$ cat src/rtl/prio_grant_fsm_pkg.sv
// Shared types and constants for the priority-code grant FSM.
package prio_pkg;

  typedef enum logic [1:0] {
    IDLE    = 2'b00,
    GRANT   = 2'b01,
    RELEASE = 2'b10
  } state_e;

  localparam logic [1:0] CODE_NONE = 2'b00;
  localparam logic [1:0] CODE_C    = 2'b01;
  localparam logic [1:0] CODE_B    = 2'b10;
  localparam logic [1:0] CODE_A    = 2'b11;

  localparam logic [2:0] GNT_NONE = 3'b000;
  localparam logic [2:0] GNT_A    = 3'b100;
  localparam logic [2:0] GNT_B    = 3'b010;
  localparam logic [2:0] GNT_C    = 3'b001;

  function automatic logic [2:0] decode_code(input logic [1:0] code);
    logic [2:0] gnt;
    case (code)
      CODE_A:  gnt = GNT_A;
      CODE_B:  gnt = GNT_B;
      CODE_C:  gnt = GNT_C;
      default: gnt = GNT_NONE;
    endcase
    return gnt;
  endfunction

endpackage

$ cat src/rtl/prio_grant_fsm_if.sv
// Request/grant bundle between the encoder-side master and the grant FSM.
interface prio_grant_fsm_if #(
  parameter int CNT_W = 8
);

  logic [1:0]       code;
  logic             done;
  logic [2:0]       grant;
  logic             busy;
  logic             timeout;
  logic [CNT_W-1:0] total_grants;

  modport master (
    output code,
    output done,
    input  grant,
    input  busy,
    input  timeout,
    input  total_grants
  );

  modport slave (
    input  code,
    input  done,
    output grant,
    output busy,
    output timeout,
    output total_grants
  );

endinterface

$ cat src/rtl/prio_grant_fsm_sat_counter.sv
// Up counter that sticks at all-ones instead of wrapping.
module sat_counter #(
  parameter int W = 8
) (
  input  logic         clk,
  input  logic         rst,
  input  logic         inc,
  output logic [W-1:0] count
);

  logic [W-1:0] count_q;

  always_ff @(posedge clk or posedge rst) begin
    if (rst) begin
      count_q <= {W{1'b0}};
    end else if (inc && (count_q != {W{1'b1}})) begin
      count_q <= count_q + 1'b1;
    end else begin
      count_q <= count_q;
    end
  end

  assign count = count_q;

endmodule

$ cat src/rtl/prio_grant_fsm.sv
// Latches one nonzero priority code into a registered one-hot grant, holds it
// until done or hold expiry, then forces a single-cycle release gap.
module prio_grant_fsm
  import prio_pkg::*;
#(
  parameter int HOLD_CYCLES = 4,
  parameter int CNT_W       = 8
) (
  input  logic           clk,
  input  logic           rst,
  prio_grant_fsm_if.slave bus
);

  localparam int HOLD_W = (HOLD_CYCLES > 1) ? $clog2(HOLD_CYCLES) : 1;
  localparam logic [HOLD_W-1:0] HOLD_LAST = HOLD_W'(HOLD_CYCLES - 1);

  state_e           state_q, state_d;
  logic [HOLD_W-1:0] hold_q, hold_d;
  logic [2:0]       grant_q, grant_d;
  logic             busy_q, busy_d;
  logic             timeout_q, timeout_d;
  logic             req_s;
  logic             expire_s;
  logic             grant_inc_s;
  logic [CNT_W-1:0] total_s;

  assign req_s       = (bus.code != CODE_NONE);
  assign expire_s    = (hold_q == HOLD_LAST);
  assign grant_inc_s = (state_q == IDLE) && req_s;

  always_ff @(posedge clk or posedge rst) begin
    if (rst) begin
      state_q <= IDLE;
      hold_q  <= {HOLD_W{1'b0}};
    end else begin
      state_q <= state_d;
      hold_q  <= hold_d;
    end
  end

  always_comb begin
    state_d = state_q;
    hold_d  = {HOLD_W{1'b0}};
    case (state_q)
      IDLE: begin
        if (req_s) begin
          state_d = GRANT;
        end else begin
          state_d = IDLE;
        end
      end
      GRANT: begin
        if (bus.done || expire_s) begin
          state_d = RELEASE;
        end else begin
          state_d = GRANT;
          hold_d  = hold_q + 1'b1;
        end
      end
      RELEASE: state_d = IDLE;
      default: state_d = IDLE;
    endcase
  end

  // done takes precedence over expiry, so a tie never raises timeout.
  always_comb begin
    grant_d   = GNT_NONE;
    timeout_d = 1'b0;
    case (state_q)
      IDLE: begin
        if (req_s) begin
          grant_d = decode_code(bus.code);
        end else begin
          grant_d = GNT_NONE;
        end
      end
      GRANT: begin
        if (bus.done) begin
          grant_d = GNT_NONE;
        end else if (expire_s) begin
          timeout_d = 1'b1;
        end else begin
          grant_d = grant_q;
        end
      end
      default: grant_d = GNT_NONE;
    endcase
    busy_d = (state_d != IDLE);
  end

  always_ff @(posedge clk or posedge rst) begin
    if (rst) begin
      grant_q   <= GNT_NONE;
      busy_q    <= 1'b0;
      timeout_q <= 1'b0;
    end else begin
      grant_q   <= grant_d;
      busy_q    <= busy_d;
      timeout_q <= timeout_d;
    end
  end

  sat_counter #(
    .W(CNT_W)
  ) u_total_grants (
    .clk  (clk),
    .rst  (rst),
    .inc  (grant_inc_s),
    .count(total_s)
  );

  assign bus.grant        = grant_q;
  assign bus.busy         = busy_q;
  assign bus.timeout      = timeout_q;
  assign bus.total_grants = total_s;

endmodule
$ cat src/flat_wrapper.sv
// flat-port wrapper written by rule: the top's interface ports become plain ports
module prio_grant_fsm_flat import prio_pkg::*;
#(
  parameter int HOLD_CYCLES = 4,
  parameter int CNT_W       = 8
)
  (clk, rst, bus_code, bus_done, bus_grant, bus_busy, bus_timeout, bus_total_grants);
  prio_grant_fsm_if #(.CNT_W(CNT_W)) bus_i ();
  input  logic clk;
  input  logic rst;
  input wire logic [$bits(bus_i.code)-1:0] bus_code;
  input wire logic [$bits(bus_i.done)-1:0] bus_done;
  output wire logic [$bits(bus_i.grant)-1:0] bus_grant;
  output wire logic [$bits(bus_i.busy)-1:0] bus_busy;
  output wire logic [$bits(bus_i.timeout)-1:0] bus_timeout;
  output wire logic [$bits(bus_i.total_grants)-1:0] bus_total_grants;
  assign bus_i.code = bus_code;
  assign bus_i.done = bus_done;
  assign bus_grant = bus_i.grant;
  assign bus_busy = bus_i.busy;
  assign bus_timeout = bus_i.timeout;
  assign bus_total_grants = bus_i.total_grants;
  prio_grant_fsm #(.HOLD_CYCLES(HOLD_CYCLES), .CNT_W(CNT_W)) u_core (.clk(clk), .rst(rst), .bus(bus_i));
endmodule
$ cat config.mk
export PLATFORM = sky130hd
export DESIGN_NAME = prio_grant_fsm_flat
export DESIGN_NICKNAME = d
export VERILOG_FILES = /design/src/rtl/prio_grant_fsm_pkg.sv /design/src/rtl/prio_grant_fsm_if.sv /design/src/rtl/prio_grant_fsm_sat_counter.sv /design/src/rtl/prio_grant_fsm.sv /design/src/flat_wrapper.sv
export SDC_FILE = /design/constraint.sdc
export NUM_CORES = 1
export LEC_CHECK = 0
export CORE_UTILIZATION = 50
export CTS_CLUSTER_SIZE = 25
export DETAILED_ROUTE_END_ITERATION = 10
export PLACE_DENSITY = 0.8
export SLEW_MARGIN = 0
export SYNTH_ARGS = -nofsm -noshare
export SYNTH_HDL_FRONTEND = slang
export SYNTH_SLANG_ARGS = --single-unit
$ cat constraint.sdc
create_clock -name clk -period 2.7 [get_ports clk]
set_clock_uncertainty 0.05 [all_clocks]
set_input_delay 0.405 -clock clk [delete_from_list [all_inputs] [get_ports clk]]
set_output_delay 0.405 -clock clk [all_outputs]
set_load 0.01 [all_outputs]
Word level (Yosys, flattened, before mapping)
Cells that the tools add are included.
Word-level totals
  bits in registers: 17
  output and inout port bits: 13
Operators by class
  add/subtract/negate cells: 2
  equal/unequal tests: 7
  multiplexer cells: 13
  reduce and logical (&&, ||, !) cells: 6
Operators with widths (count)
  3-bit two-way mux: 3
  3-bit case mux with 3 select lines: 1
  8-bit by 1-bit adder with 8-bit output, second input constant: 1
  8-bit != test, second input constant: 1
  2-bit equality test, second input constant: 3
  2-bit two-way mux: 3
  3-bit case mux with 2 select lines: 1
  2-bit by 1-bit equality test with 1-bit output, second input constant: 2
  1-bit two-way mux: 4
  2-bit case mux with 2 select lines: 1
  2-bit nonzero test: 2
  3-bit by 2-bit != test with 1-bit output, second input constant: 1
  2-bit by 1-bit adder with 2-bit output, second input constant: 1
  1-bit logical AND: 2
  2-bit logical NOT: 1
  1-bit logical OR: 1

Longest topological paths before layout
Gate-level depths: netlist of the first run.
  word-level depth: 5
  mapped depth: 5
  gate-level depth less buffers: 5

Modules after synthesis
From an unflattened synthesis of the first run, not the netlist that was laid out.
Second synthesis, totals
  cell total of the unflattened synthesis: 67
  area total of the unflattened synthesis: 792.0 um2
By module, submodules not included
  sat_counter: instances 1, cells each 38, area an instance 419.2 um2, sequential area each 200.2 um2
  prio_grant_fsm: instances 1, cells each 29, area an instance 372.9 um2, sequential area each 225.2 um2

Least setup slack after synthesis of the first run
OpenSTA, ideal clock, no wires.
  path kind: register -> register
  start point: reg u_core.u_total_grants.count_q[0], in the netlist u_core.u_total_grants.count[0]
  end point: reg u_core.u_total_grants.count_q[1], in the netlist u_core.u_total_grants.count[1]
  library setup time: 0.125 ns
  data arrival time: 1.454 ns
  required time: 2.525 ns
  path slack: 1.071 ns
  cell stages (with the launch flop): 6
  path buffers: 0
  period minus slack after synthesis: 1.629 ns
  cell sequence: dfrtp_1 > ha_1 > nand2_1 > or3_4 > nor2b_4 > mux2_4
Between the ends
  word-level cells in the longest chain between the ends: 2
  elaborated cells between the ends (all ways): 3
  those cells by class: add/sub (1); eq/ne (1); reduce/logical (1)
RTL lines
  start, declared: line prio_grant_fsm_sat_counter.sv:11  | logic [W-1:0] count_q;
  start signal, assigned: line prio_grant_fsm_sat_counter.sv:15  | count_q <= {W{1'b0}};
  start signal, assigned: line prio_grant_fsm_sat_counter.sv:17  | count_q <= count_q + 1'b1;
  start signal, assigned: line prio_grant_fsm_sat_counter.sv:19  | count_q <= count_q;
  parallel branches: the longest is 2 deep, another holds 8-bit by 1-bit adder with 8-bit output
Several ways; the timed one is not identified.
A chain may end at the register's enable or synchronous reset.

Final worst setup path of the first run
  start point: in bus_code[1]
  end point: reg u_core.u_total_grants.count_q[5], in the netlist u_core.u_total_grants.count[5]
Between the ends
  word-level cells in the longest chain between the ends: 3
RTL lines
  start, declared: line flat_wrapper.sv:11  | input wire logic [$bits(bus_i.code)-1:0] bus_code;
  2-bit nonzero test: line prio_grant_fsm.sv:27  | assign req_s = (bus.code != CODE_NONE);
  1-bit logical AND: line prio_grant_fsm.sv:29  | assign grant_inc_s = (state_q == IDLE) && req_s;
  1-bit logical AND: line prio_grant_fsm_sat_counter.sv:16  | end else if (inc && (count_q != {W{1'b1}})) begin
Every way passes these cells.

==> impl_metrics.ini, run 1 <==
[global_route]
grt_pass1_wl_mm = 2.25
antenna_found_initial = 0
grt_max_degree = 18
overflow = 0
grt_pass1_vias = 496
track_usage_pct = 21.7

[route]
first_pass_iters = 4
wl_per_cell_um = 13.8
routed_wl_mm = 1.42
route.detailed.drc = 0
ant_nets = 0
drt_iter0_drc = 10
vias = 565
vias_per_cell = 5.49

[placed_design]
gp_congestion = 0.766
dp_hpwl_mm = 1.08
port_buffers = 17
dp_cells = 99

[worst_setup_path]
crit_path_start_kind = input port
worstPathRequired_ns = 2.83
cp.arrival_ns = 2.06
endpoint_kind = register
r2r_slack_ns = 0.99
critPathMaxStageDelay_ns = 0.53
crit_path_cell_trace = clkdlybuf4s50_1 -> or2_1 -> nor3b_1 -> and3_1 -> mux2_1
cp_top_family = simple AND/OR/NAND/NOR gates
path_max_fanout = 4
ff2ff_path_depth = 4
worstSetupPathType = input port to register
crit_slowest_cell = clkdlybuf4s50_1
r2r-end = u_core.u_total_grants.count[5]
crit_path_start = bus_code[1]
cp_num_buf_inv = 1
timing.rr.start = u_core.state_q[0]

[synth]
ys_ff_latch = 17
postSynthAreaPerCell_um2 = 11.5
synthCells = 67
ys_warn_count = 0
synth-seq-area-share_pct = 55.2
synthesis.area_um2 = 771
syn_nets = 74
yosys.cell_types.count = 26

[finish]
fillers = 108
multi_input_area_um2 = 334
seq_area_um2 = 425
instances_no_fill = 103
drive_gt1_share_pct = 11.4
antenna_cells = 0
fin_nets = 96
area_growth_pct = 28.1

[worst_hold_path]
min_from = u_core.hold_q[0]
hold_depth = 1
whs_endpoint = u_core.hold_q[0]
min_path_type = register to register

[power_and_ir_drop]
p_per_area_nw_per_um2 = 956
peakVddDrop_mv = 0.557
p_leak_nw = 0.470

[die]
core-area_um2 = 1370
dieWidth_um = 41.3
die_area_um2 = 1700
rows = 13
ios = 18
start_util_pct = 56.4
die_h_um = 41.3

[cts]
insertion_delay_ns = 0.29
cts_sinks = 17
cts_buffer_depth = 2
cts-root-buf = clkbuf_4
post_cts.repair.setup_buffers = 0
clkTransAtPathRegs_ns = 0.10
cts_resized = 0
cts_hold_buf = 0
cts_buffers = 3
cts_tree = built
cts_max_level = 1

[timing]
worst_pin_slew_ns = 0.628
fin_setup_tns_ns = 0
slew_violations = 0
fmax_ghz = 0.518
slew_headroom_pct = 58.1
rsz0062_at_grt = no
hold_viol_final = 0
layout_worst_path_cycle_share_pct = 71.5
setup_viol = 0
min_period_ns = 1.93

[run_status]
status = completed

[run]
max_cap_viol_count = 0
## flip-flops by register name, indices dropped and copies added, names as in the netlist
register,flops
u_core.u_total_grants.count,8
u_core.bus.grant,3
u_core.hold_q,2
u_core.state_q,2
u_core.bus.busy,1
u_core.bus.timeout,1
## stage by stage
| step | hold slack, ns | util [%] | setup WS [ns] | power, W | instance area, um^2 |
|---|---|---|---|---|---|
| detailed placement | 0.382 | 70.2 | 0.499 | 0.000815 | 960 |
| global route | 0.425 | 72.3 | 0.712 | 0.00102 | 987 |
| global placement | 0.375 | 70.2 | 0.580 | 0.000802 | 960 |
| finish | 0.389 | 72.3 | 0.770 | 0.000943 | 987 |
| floorplan | 0.281 | - | 1.07 | 0.000633 | 771 |
| CTS | 0.395 | 72.3 | 0.805 | 0.000954 | 987 |
## cell type report
type,count,share of cell area (%)
Timing Repair Buffer,17,17.2
Clock inverter,1,0.507
Inverter,3,1.14
Multi-Input combinational cell,47,33.8
Clock buffer,3,2.28
Sequential cell,17,43.1
Tap cell,15,1.90
## report_power, final
group / switching (W) / total [W] / leakage (nW) / internal (W)
Combinational: 0.000180 / 0.000390 / 0.240 / 0.000210
Clock: 0.0000798 / 0.000135 / 0.0177 / 0.0000551
Sequential: 0.0000814 / 0.000418 / 0.212 / 0.000337
Total: 0.000342 / 0.000943 / 0.470 / 0.000602
## worst max path at each step
stage / endpoint / cells past startpoint
after floorplan: u_core.u_total_grants.count[1] / 5
after global placement: u_core.u_total_grants.count[5] / 5
after detailed placement: u_core.u_total_grants.count[5] / 5
after CTS: u_core.u_total_grants.count[5] / 5
after global routing: u_core.u_total_grants.count[5] / 5
final: u_core.u_total_grants.count[5] / 5
## cells in the final DEF (no fill, tap or decap), types with 3 or more instances in the layout
| master | synthesis | layout |
|---|---|---|
| clkdlybuf4s50_1 | 0 | 17 |
| clkbuf_4 | 0 | 3 |
| dfrtp_1 | 17 | 17 |
| nand3_1 | 4 | 4 |
| inv_1 | 3 | 3 |
| nor2_1 | 4 | 4 |
| nand2_1 | 9 | 9 |
## worst reg2reg max path: stages, from the launching register on
cell and delay [ns]:
dfrtp_1 0.41, or2_1 0.26, nor3b_1 0.34, and3_1 0.21, mux2_1 0.33
## cells in the mapped netlist (all sizes together)
cell type | n | area, um^2
nand4 | 1 | 12.5
o41a | 1 | 11.3
nor2 | 5 | 21.3
and2 | 1 | 6.26
and3 | 1 | 6.26
xor2 | 2 | 17.5
o21a | 1 | 7.51
o31ai | 2 | 15.0
inv | 3 | 11.3
ha | 2 | 25.0
nor2b | 1 | 13.8
o21ai | 1 | 5.00
mux2 | 3 | 37.5
nor3b | 2 | 15.0
nand2b | 2 | 12.5
o2111ai | 1 | 8.76
or2 | 2 | 12.5
a32o | 2 | 20.0
nor3 | 2 | 10.0
nand3 | 4 | 20.0
dfrtp | 17 | 425
nand2 | 10 | 45.0
or3 | 1 | 11.3
## layer usage
layer,routed length (um),global-route usage [%]
met1,663,26.5
met2,681,33.6
met3,47,6.52
met4,31,12.1
met5,0,0
## kinds of logic after synthesis
family | synth area share, %
flip-flops | 55.2
adder cells (fa/ha/maj) | 3.25
multiplexers | 4.87
XOR/XNOR | 2.27
AO/OA/AOI/OAI | 8.77
buffers and inverters | 1.46
AND/OR/NAND/NOR | 24.2
Note: power is estimated with default switching activity, not from simulation.
==> inputs of run 2 (changes only) <==
CORE_UTILIZATION = 42   (was 50)
PLACE_DENSITY = 0.72   (was 0.8)
clock period = 1.5 ns   (was 2.7 ns; I/O delays follow)
==> run 2 against run 1 <==
The flow now finishes with violations (setup timing). Cell count rose by 38%. Setup slack got worse by 0.79 ns. Total power up 130%. Combinational power rose to 3.0 times the previous value. Sequential power grew 69%. Sequential share of layout area down 9.2 points. Register-to-register slack got worse by 1.0 ns. Largest power group is now combinational cells. Critical path depth did not move. Clock power is 84% higher. Die area grew 18%. Non-clock buffer count is 29 higher.
==> impl_metrics.ini, run 2 (same netlist as run 1, synthesis figures left out) <==
[timing]
slew_violations = 0
rsz0062_at_grt = yes
min_period_ns = 1.52
fin_setup_tns_ns = -0.0233
hold_viol_final = 0
worst_pin_slew_ns = 0.225
slew_headroom_pct = 85.0
layout_worst_path_cycle_share_pct = 102
fin_ws_ns = -0.0233
fmax_ghz = 0.656
setup_viol = 1

[placed_design]
gp_congestion = 0.809
dp_hpwl_mm = 1.15
port_buffers = 17
dp_cells = 132

[global_route]
overflow = 0
grt_pass1_wl_mm = 2.77
grt_pass1_vias = 643
antenna_found_initial = 0
grt_max_degree = 18
track_usage_pct = 20.0

[cts]
cts-root-buf = clkbuf_4
insertion_delay_ns = 0.30
cts_sinks = 17
cts_max_level = 1
cts_hold_buf = 0
clkTransAtPathRegs_ns = 0.10
cts_buffers = 3
cts_tree = built
cts_buffer_depth = 2

[route]
drt_iter0_drc = 10
vias_per_cell = 4.72
route.detailed.drc = 0
first_pass_iters = 4
ant_nets = 0
vias = 670
wl_per_cell_um = 11.7
routed_wl_mm = 1.66

[worst_setup_path]
path_max_fanout = 2
crit_path_start_kind = register
worstPathRequired_ns = 1.64
endpoint_kind = register
crit_path_start = u_core.u_total_grants.count[0]
timing.rr.start = u_core.u_total_grants.count[0]
cp.arrival_ns = 1.66
worstSetupPathType = register to register

[run_status]
violations = setup timing
status = finished with violations

[finish]
drive_gt1_share_pct = 39.3
fin_nets = 125
instances_no_fill = 142
largest_reg_flops = 8
layout_commonest_cell = buf_4
antenna_cells = 0
layout_common_cells = 29 x buf_4, 17 x dfrtp_1, 8 x nand2_1
fillers = 133
area_growth_pct = 63.0

[run]
max_cap_viol_count = 0

[die]
dieWidth_um = 44.8
die_h_um = 44.8
rows = 15
core-area_um2 = 1730
start_util_pct = 44.6
ios = 18
die_area_um2 = 2010

[power_and_ir_drop]
p_per_area_nw_per_um2 = 1700
p_leak_nw = 0.651
peakVddDrop_mv = 1.05

[worst_hold_path]
min_path_type = input port to async pin
## run 2: cell types whose count changed in the layout (fill, tap and decap cells not counted), moves of 3 or more
cell	change
buf_4	+29
clkdlybuf4s50_1	-10
dlygate4sd2_1	+7
dlymetal6s2s_1	+3
## run 2: per-stage QoR
stage	hold WS, ns	total power, W	util, %	cell area [um^2]	setup WS (ns)
finish	0.175	0.00214	72.8	1260	-0.0233
CTS	0.179	0.00207	70.7	1220	-0.0250
global route	0.207	0.00229	72.8	1260	-0.0580
floorplan	0.101	0.00115	-	776	-0.129
detailed placement	0.382	0.00175	66.6	1150	-0.303
global placement	0.368	0.00172	66.6	1150	-0.263
## run 2: area by class of cell
class / instances / area [um^2] / share of cell area [%]
clock buffers: 3 / 22.5 / 1.79
clock inverters: 1 / 5.00 / 0.398
inverters: 3 / 11.3 / 0.896
multi-input cells: 47 / 374 / 29.8
flip-flops and latches: 17 / 425 / 33.9
well taps: 25 / 31.3 / 2.49
repair buffers: 46 / 387 / 30.8
## run 2: worst paths after layout
path,endpoint,slack (ns),cells after the start
worst max-delay path,u_core.u_total_grants.count[1],-0.02,5
worst min-delay path,u_core.state_q[1],0.17,3
worst max register to register,u_core.u_total_grants.count[1],-0.02,5
worst min register to register,u_core.hold_q[0],0.39,1
max in group asynchronous,u_core.bus.grant[2],1.04,3
min in group clk,u_core.hold_q[0],0.39,1
## run 2: timing repair
item | CTS | global route
resized for setup | 12 | 6
setup endpoints to repair | 11 | 9
pin swaps | 6 | 3
hold endpoints to repair | 0 | 0
buffers inserted | 8 | 2
## run 2: routing by layer
metal / GRT usage, % / vias up / routed length (um)
met4: 14.5 / 0 / 55
li1: - / 337 / -
met2: 30.9 / 16 / 792
met5: 0 / - / 0
met1: 25.9 / 312 / 748
met3: 2.40 / 5 / 64
## run 2: worst max-delay path, stage by stage, from the launching register on
cell and delay (ns):
dfrtp_1 0.37, ha_2 0.20, nand2_2 0.05, or3_4 0.32, nor2b_4 0.14, mux2_4 0.29
## run 2: power by group
part | switching (W) | internal (W)
combinational | 0.000505 | 0.000677
sequential | 0.0000999 | 0.000606
clock | 0.000148 | 0.0000996
==> inputs of run 3 (changes only) <==
MAX_ROUTING_LAYER = met4   (was unset)
PLACE_DENSITY = unset   (was 0.72)
PLACE_DENSITY_LB_ADDON = 0.12   (was unset)
==> run 3 against run 2 <==
The flow still finishes with violations (setup timing). Sequential power is 1% higher. Combinational power is 6% lower. Routed wire length is 7.9% higher. Clock power is 2% lower. Highest routed layer unchanged. Setup slack worse by 0.032 ns.
==> impl_metrics.ini, run 3 (same netlist as run 1, synthesis figures left out) <==
[timing]
rsz0062_at_grt = yes
slew_headroom_pct = 85.5
layout_worst_path_cycle_share_pct = 104
slew_violations = 0
worst_pin_slew_ns = 0.217
hold_viol_final = 0
setup_viol = 3
fin_ws_ns = -0.0558
min_period_ns = 1.56
fmax_ghz = 0.643

[worst_setup_path]
crit_path_start_kind = register
ff2ff_path_depth = 5
timing.rr.start = u_core.u_total_grants.count[0]
crit_path_start = u_core.u_total_grants.count[0]
r2r-end = u_core.u_total_grants.count[1]
crit_path_end = u_core.u_total_grants.count[1]
r2r_slack_ns = -0.06
endpoint_kind = register
path_max_fanout = 2
cp.arrival_ns = 1.69
worstPathRequired_ns = 1.63
worstSetupPathType = register to register

[die]
start_util_pct = 44.6
rows = 15
ios = 18
die_h_um = 44.8
die_area_um2 = 2010
core-area_um2 = 1730
dieWidth_um = 44.8

[worst_hold_path]
min_path_type = input port to async pin

[global_route]
grt_max_degree = 18
grt_pass1_vias = 662
grt_pass1_wl_mm = 2.86
overflow = 0
track_usage_pct = 20.9
antenna_found_initial = 0

[cts]
cts_buffer_depth = 2
clkTransAtPathRegs_ns = 0.10
cts_max_level = 1
insertion_delay_ns = 0.28
cts-root-buf = clkbuf_4
cts_hold_buf = 0
cts_tree = built
cts_buffers = 3
cts_sinks = 17

[finish]
final_util_pct = 71.2
layout_commonest_cell = buf_4
area_growth_pct = 59.6
drive_gt1_share_pct = 38.9
largest_reg_flops = 8
antenna_cells = 0
fin_nets = 121
fillers = 145
layout_common_cells = 24 x buf_4, 17 x dfrtp_1, 8 x nand2_1

[route]
drt_iter0_drc = 1
ant_nets = 0
vias = 675
first_pass_iters = 5
top_layer_used = met4
route.detailed.drc = 0
routed_wl_mm = 1.79
wl_met2_um = 957
wl_met3_um = 42
wl_per_cell_um = 13.0
drt-met1-wl_um = 771
vias_per_cell = 4.89

[run_status]
violations = setup timing
status = finished with violations

[power_and_ir_drop]
power_frac_comb_pct = 53.6
p_leak_nw = 0.646
peakVddDrop_mv = 0.913
p_int_w = 0.00132
pwr-share-clk_pct = 11.8
p_switching_w = 0.000743
swShare_pct = 36.0
p_per_area_nw_per_um2 = 1680
seq_power_share_pct = 34.5

[placed_design]
dp_hpwl_mm = 1.32
gp_congestion = 0.748
port_buffers = 17
preCtsSetupSlack_ns = -0.316

[run]
max_cap_viol_count = 0
run 3: final cells by class:
class / count / area [um^2] / share of cell area, %
inverters: 3 / 11.3 / 0.916
flip-flops and latches: 17 / 425 / 34.6
clock buffers: 4 / 26.3 / 2.14
multi-input cells: 47 / 380 / 30.9
well taps: 25 / 31.3 / 2.54
repair buffers: 42 / 355 / 28.9
run 3: worst max-delay path, stage by stage (launching register included):
cell and delay, ns:
dfrtp_1 0.37, ha_2 0.19, nand2_2 0.07, or3_4 0.33, nor2b_4 0.14, mux2_4 0.29
run 3: through the flow:
| stage | instances | hold slack [ns] | TNS (ns) | power (W) | instance area (um^2) |
|---|---|---|---|---|---|
| after floorplan | 67 | 0.101 | -0.129 | 0.00115 | 776 |
| after global placement | 132 | 0.369 | -0.996 | 0.00173 | 1150 |
| after detailed placement | 132 | 0.374 | -1.20 | 0.00177 | 1150 |
| after CTS | 138 | 0.205 | -0.0486 | 0.00203 | 1200 |
| after global routing | 138 | 0.214 | -0.241 | 0.00221 | 1230 |
| final | 138 | 0.195 | -0.0912 | 0.00206 | 1230 |
run 3: power groups by stage:
stage	registers [W]	logic [W]	clock network, W
6_report	0.000713	0.00111	0.000244
5_1_grt	0.000733	0.00120	0.000275
3_3_place_gp	0.000702	0.00103	0
4_1_cts	0.000709	0.00107	0.000249
3_5_place_dp	0.000707	0.00106	0
2_1_floorplan	0.000795	0.000350	0
run 3: how the worst min path moves through the flow:
stage                     startpoint                              to  slack (ns)  cells after the start
global route                     rst  u_core.u_total_grants.count[4]        0.21                      3
global placement    u_core.hold_q[0]                u_core.hold_q[0]        0.37                      1
floorplan                        rst                 u_core.bus.busy        0.10                      1
CTS                              rst  u_core.u_total_grants.count[4]        0.20                      3
detailed placement  u_core.hold_q[0]                u_core.hold_q[0]        0.37                      1
finish                           rst  u_core.u_total_grants.count[4]        0.20                      3
run 3: what timing repair did:
item | 4_1_cts | 5_1_grt
cloned | 0 | 0
gates resized for setup | 12 | 13
pin swaps | 4 | 4
endpoints found under the setup margin | 11 | 11
buffers inserted | 4 | 0
run 3: routing by layer:
layer  track usage (%)  vias up
met4              9.09        0
met2              34.7       13
met5                 -        -
met3              4.80        2
met1              24.3      333
li1                  -      327
